`src/rtl/jedro_1_dmem_pkg.sv`:
```
// Shared types for the jedro_1 data-memory arbiter: port ids, byte-enable width, command struct.
// Latency: n/a (types only).
// Backpressure: n/a (types only).
package jedro_1_dmem_pkg;

    localparam int unsigned DMEM_DATA_WIDTH = 32;
    localparam int unsigned DMEM_ADDR_WIDTH = 32;
    localparam int unsigned BE_WIDTH        = DMEM_DATA_WIDTH / 8;

    typedef enum logic {
        PORT_CORE = 1'b0,
        PORT_AUX  = 1'b1
    } dmem_port_e;

    // Command fields carried through the grant mux; widths track the default bus.
    typedef struct packed {
        logic                       we;
        logic [BE_WIDTH-1:0]        be;
        logic [DMEM_ADDR_WIDTH-1:0] addr;
        logic [DMEM_DATA_WIDTH-1:0] wdata;
    } dmem_cmd_t;

endpackage

```
`src/rtl/jedro_1_starve_ctr.sv`:
```
// Saturating count of consecutive denied cycles on the aux port; raises force_o at STARVE_LIMIT.
// Latency: force_o is a pure function of the registered count (no combinational input path).
// Backpressure: none; count clears on any aux grant or when the aux port stops requesting.
module jedro_1_starve_ctr #(
    parameter int unsigned STARVE_LIMIT = 8
) (
    input  logic clk_i,
    input  logic rstn_i,
    input  logic m1_req_i,
    input  logic m1_gnt_i,
    output logic force_o
);
    import jedro_1_dmem_pkg::*;

    localparam logic [7:0] LIMIT = 8'(STARVE_LIMIT);

    logic [7:0] starve_cnt_q;

    always_ff @(posedge clk_i or negedge rstn_i) begin
        if (!rstn_i) begin
            starve_cnt_q <= '0;
        end else if (!m1_req_i || m1_gnt_i) begin
            starve_cnt_q <= '0;
        end else if (starve_cnt_q != 8'hFF) begin
            starve_cnt_q <= starve_cnt_q + 8'd1;
        end
    end

    assign force_o = (starve_cnt_q == LIMIT);

endmodule

```
`src/rtl/jedro_1_dmem_arbiter.sv`:
```
// Two-port fixed-priority arbiter (core > aux) for the shared bytewrite data RAM; optional aux starvation guard under JEDRO_1_DMEM_ARB_STARVE_EN.
// Latency: grant and RAM command are combinational; read data returns 1 cycle after the grant, steered to the issuing port.
// Backpressure: a denied requester holds its command until gnt; one access per cycle, no internal buffering.
module jedro_1_dmem_arbiter #(
    parameter int unsigned DATA_WIDTH   = 32,
    parameter int unsigned ADDR_WIDTH   = 32,
    parameter int unsigned STARVE_LIMIT = 8
) (
    input  logic                    clk_i,
    input  logic                    rstn_i,
    input  logic                    m0_req_i,
    input  logic                    m0_we_i,
    input  logic [DATA_WIDTH/8-1:0] m0_be_i,
    input  logic [ADDR_WIDTH-1:0]   m0_addr_i,
    input  logic [DATA_WIDTH-1:0]   m0_wdata_i,
    output logic                    m0_gnt_o,
    output logic                    m0_rvalid_o,
    output logic [DATA_WIDTH-1:0]   m0_rdata_o,
    input  logic                    m1_req_i,
    input  logic                    m1_we_i,
    input  logic [DATA_WIDTH/8-1:0] m1_be_i,
    input  logic [ADDR_WIDTH-1:0]   m1_addr_i,
    input  logic [DATA_WIDTH-1:0]   m1_wdata_i,
    output logic                    m1_gnt_o,
    output logic                    m1_rvalid_o,
    output logic [DATA_WIDTH-1:0]   m1_rdata_o,
    output logic                    ram_en_o,
    output logic                    ram_we_o,
    output logic [DATA_WIDTH/8-1:0] ram_be_o,
    output logic [ADDR_WIDTH-1:0]   ram_addr_o,
    output logic [DATA_WIDTH-1:0]   ram_wdata_o,
    input  logic [DATA_WIDTH-1:0]   ram_rdata_i
);
    import jedro_1_dmem_pkg::*;

    logic       force_m1;
    logic       sel_m1;
    logic       win;
    dmem_cmd_t  cmd;
    dmem_port_e owner_q;
    logic       rd_pend_q;

`ifdef JEDRO_1_DMEM_ARB_STARVE_EN
    jedro_1_starve_ctr #(
        .STARVE_LIMIT (STARVE_LIMIT)
    ) u_starve_ctr (
        .clk_i    (clk_i),
        .rstn_i   (rstn_i),
        .m1_req_i (m1_req_i),
        .m1_gnt_i (m1_gnt_o),
        .force_o  (force_m1)
    );
`else
    logic [7:0] unused_starve_limit;
    assign unused_starve_limit = 8'(STARVE_LIMIT);
    assign force_m1            = 1'b0;
`endif

    // Grants are gated by reset so nothing is accepted while rstn_i is low.
    assign sel_m1   = m1_req_i & (~m0_req_i | force_m1);
    assign m1_gnt_o = rstn_i & sel_m1;
    assign m0_gnt_o = rstn_i & m0_req_i & ~sel_m1;
    assign win      = m0_gnt_o | m1_gnt_o;

    always_comb begin
        cmd = '0;
        if (m0_gnt_o) begin
            cmd.we    = m0_we_i;
            cmd.be    = m0_be_i;
            cmd.addr  = m0_addr_i;
            cmd.wdata = m0_wdata_i;
        end else if (m1_gnt_o) begin
            cmd.we    = m1_we_i;
            cmd.be    = m1_be_i;
            cmd.addr  = m1_addr_i;
            cmd.wdata = m1_wdata_i;
        end
    end

    assign ram_en_o    = win;
    assign ram_we_o    = cmd.we;
    assign ram_be_o    = cmd.be;
    assign ram_addr_o  = cmd.addr;
    assign ram_wdata_o = cmd.wdata;

    always_ff @(posedge clk_i or negedge rstn_i) begin
        if (!rstn_i) begin
            owner_q   <= PORT_CORE;
            rd_pend_q <= 1'b0;
        end else begin
            rd_pend_q <= win & ~cmd.we;
            if (win && !cmd.we) begin
                owner_q <= m1_gnt_o ? PORT_AUX : PORT_CORE;
            end
        end
    end

    // Both ports see the raw RAM data; rvalid alone tells the owner its response has arrived.
    assign m0_rvalid_o = rd_pend_q & (owner_q == PORT_CORE);
    assign m1_rvalid_o = rd_pend_q & (owner_q == PORT_AUX);
    assign m0_rdata_o  = ram_rdata_i;
    assign m1_rdata_o  = ram_rdata_i;

endmodule

```
`config.mk`:
```
export PLATFORM = sky130hd
export DESIGN_NAME = jedro_1_dmem_arbiter
export DESIGN_NICKNAME = d
export VERILOG_FILES = /design/src/rtl/jedro_1_dmem_pkg.sv /design/src/rtl/jedro_1_starve_ctr.sv /design/src/rtl/jedro_1_dmem_arbiter.sv
export SDC_FILE = /design/constraint.sdc
export NUM_CORES = 1
export LEC_CHECK = 0
export CAP_MARGIN = 30
export CELL_PAD_IN_SITES_DETAIL_PLACEMENT = 1
export CELL_PAD_IN_SITES_GLOBAL_PLACEMENT = 1
export CORE_MARGIN = 1.5
export CORE_UTILIZATION = 14
export DETAILED_ROUTE_END_ITERATION = 6
export GPL_ROUTABILITY_DRIVEN = 0
export HOLD_SLACK_MARGIN = 0.03
export PLACE_DENSITY = 0.88
export SLEW_MARGIN = 5
export SYNTH_ARGS = -nofsm -noshare
export SYNTH_HDL_FRONTEND = slang
export SYNTH_SLANG_ARGS = --single-unit
```
`constraint.sdc`:
```
create_clock -name clk_i -period 1.1 [get_ports clk_i]
set_clock_uncertainty 0.15 [all_clocks]
set_input_delay 0.11 -clock clk_i [delete_from_list [all_inputs] [get_ports clk_i]]
set_output_delay 0.11 -clock clk_i [all_outputs]
set_load 0.005 [all_outputs]
```
==> metrics <==
Overall Power=0.00211 W; leading area contributor after synthesis=nand3b_1; Primary FF master, synth=dfrtp_1; combinational share of power=69.8%; Gate Count Post-Synth=318; CP startpoint kind=register; R2R Setup Slk=-120 ps; layout cell share with drive strength beyond 1=32.7%; unrepaired setup endpoints after global routing=true; crit-path cells=buf_6, buf_6, nor2b_1, a211o_1; Power Internal=0.00145 W; post-route cell area=4490 um^2; CP max-delay cell=dfrtp_1; fillers=1894; Core Region=15400 um^2; Syn-to-layout area delta=101%; failing checks=negative setup slack; final net count=668; Required @ worst endpoint=1050 ps; detailed placement HPWL=7.18 mm; clock latency on the worst-skew pair=220 ps; setup TNS=-2190 ps; diode count=0; vias per cell=4.14; min setup slack post-route=-122 ps; Global Route Usage Sum=13.9%; clock buffer count from CTS=3; Die X=129 um; PwrDens=470 nW/um^2; Peak VDD IR=0.000539 V; Top delay family on crit path=flip-flops; Slew HR=90.7%; max-slew violations=0; TritonCTS Sinks=2; CP Max Fanout=2; min Tclk post-route=1220 ps; Max Cap Viol=0; Net Switching=0.000656 W; Period Utilization, post-route=111%; Cell Rows=45; FFs w/ async S/R, synth=100%; WS Path Type=register to register; Seq cells post-synth=2; Clock Power Share=26.0%; Initial Util=14.5%; CTS root buffer=clkbuf_16; Yosys top cell area share=23.2%; overflow left after global routing=0; WP data arrival=1170 ps; synthesized area per cell=7.02 um^2; Seq pwr share=4.1%; Iter 0 DRT Violations=85; CP endpoint kind=register; vias post-DR=2911; 1st-pass router iterations=4; leakage=2.16 nW; port bufs=215; post-DR wirelength/cell=17.6 um; DP Area=4110 um^2; CTS tree=done; drt total wl=12.3 mm; switching share of power=31.1%; cell mode on critical path=buf_6; worst stage delay on the critical path=380 ps; Synth area leaders=nand3b_1 23%, buf_4 22%, a21boi_1 16%, nand2_1 12%, a21boi_2 10%; Die Area=16700 um^2; final setup fails=37; sequential area share after synthesis=2.24%; H-tree depth=1; syn_nets=492; Worst Max-Slew Pin Slew=139 ps; Post-synth EDFFs=0; synthesized cell area=2230 um^2; Residual DRC=0; initial antenna violation count=0; Worst Hold Class=primary input to primary output; final hold vios=0; Yosys warnings=0; largest net degree at the start of global routing=31; clk buf depth=2; final antenna-violating net count=0; status=finished, violations left; I/O Pins=312; crit path buf inv count=2; chip height=129 um; vias in the first global route=3123; post-synth cell types=18; fmax=0.818 GHz; Clk pin slew, worst setup/hold paths=30 ps; first-pass GRT wire length=17.7 mm
[cell usage after synthesis (2+ instances only)]
cell type and number:
nor2b_1 3, buf_2 17, nand2_1 70, dfrtp_1 2, buf_4 64, a21boi_2 20
buf_6 11, a21boi_1 49, and2_1 2, clkbuf_1 3, o21a_1 2, nand3b_1 69
[cells by family (layout without fill, tap and decap cells)]
| logic type | Yosys count | after routing | share of synthesized area (%) |
|---|---|---|---|
| AND/OR/NAND/NOR | 148 | 148 | 38.0 |
| flip-flops | 2 | 2 | 2.24 |
| AO/OA/AOI/OAI | 72 | 72 | 27.6 |
| buffers and inverters | 96 | 270 | 32.1 |
[cell type report]
cell class / count / area, um^2 / area share, %
clock buffer: 3 / 75.1 / 1.67
multi-input combinational: 220 / 1500 / 33.4
sequential: 2 / 50.0 / 1.11
tap: 211 / 264 / 5.88
timing repair buffer: 267 / 2600 / 57.9
[metal layers]
layer  up-vias  share of wire [%]  GRT usage (%)
li1       1367                  -              -
met1      1355                 42           17.7
met2       157                 47           23.9
met3        32                8.8           2.89
met4         0                2.0           3.64
met5         -                  0              0
[registers in the layout (all words and copies together) (netlist names)]
| name | cells |
|---|---|
| owner_q | 1 |
| rd_pend_q | 1 |
[worst paths after layout]
path / start / to / depth (start not counted)
setup / recovery: owner_q / owner_q / 4
hold / removal: ram_rdata_i[15] / m1_rdata_o[15] / 0
setup reg to reg: owner_q / owner_q / 4
hold reg to reg: owner_q / owner_q / 3
max in group asynchronous: rstn_i / rd_pend_q / 4
min in group asynchronous: rstn_i / owner_q / 4
[cell usage in the layout, fill, tap and decap left out, drive strengths merged]
cell type	instances
dfrtp	2
o21a	2
or2b	1
nor2b	3
a211o	1
nand2	70
dlygate4sd2	137
dlygate4sd3	1
nand3b	69
dlymetal6s2s	2
and4bb	1
clkbuf	6
and2	2
nor2	1
a21boi	69
buf	124
nor3b	1
[power groups by stage]
stage          logic, W  clock network (W)  registers (W)
4_1_cts         0.00146           0.000555      0.0000859
5_1_grt         0.00159           0.000569      0.0000875
6_report        0.00147           0.000549      0.0000868
3_3_place_gp    0.00136                  0      0.0000856
2_1_floorplan  0.000669                  0      0.0000857
3_5_place_dp    0.00138                  0      0.0000862
[stage by stage]
| step | setup WS [ps] | cells | hold WS, ps | utilization, % |
|---|---|---|---|---|
| 2_1_floorplan | 126 | 318 | -336 | - |
| 3_3_place_gp | -565 | 663 | 3.50 | 26.7 |
| 3_5_place_dp | -571 | 663 | 14.4 | 26.7 |
| 4_1_cts | -114 | 699 | 70.1 | 28.6 |
| 5_1_grt | -170 | 703 | 70.0 | 29.2 |
| 6_report | -122 | 703 | 70.0 | 29.2 |
[timing repair]
item / in CTS / in global routing
gates resized for setup: 474 / 15
pin swaps: 139 / 13
endpoints found under the hold margin: 2 / 0
setup endpoints to repair: 75 / 68
cloned: 16 / 2
hold buffers: 1 / 0
setup buffers: 16 / 4
Note: power is estimated with default switching activity, not from simulation.
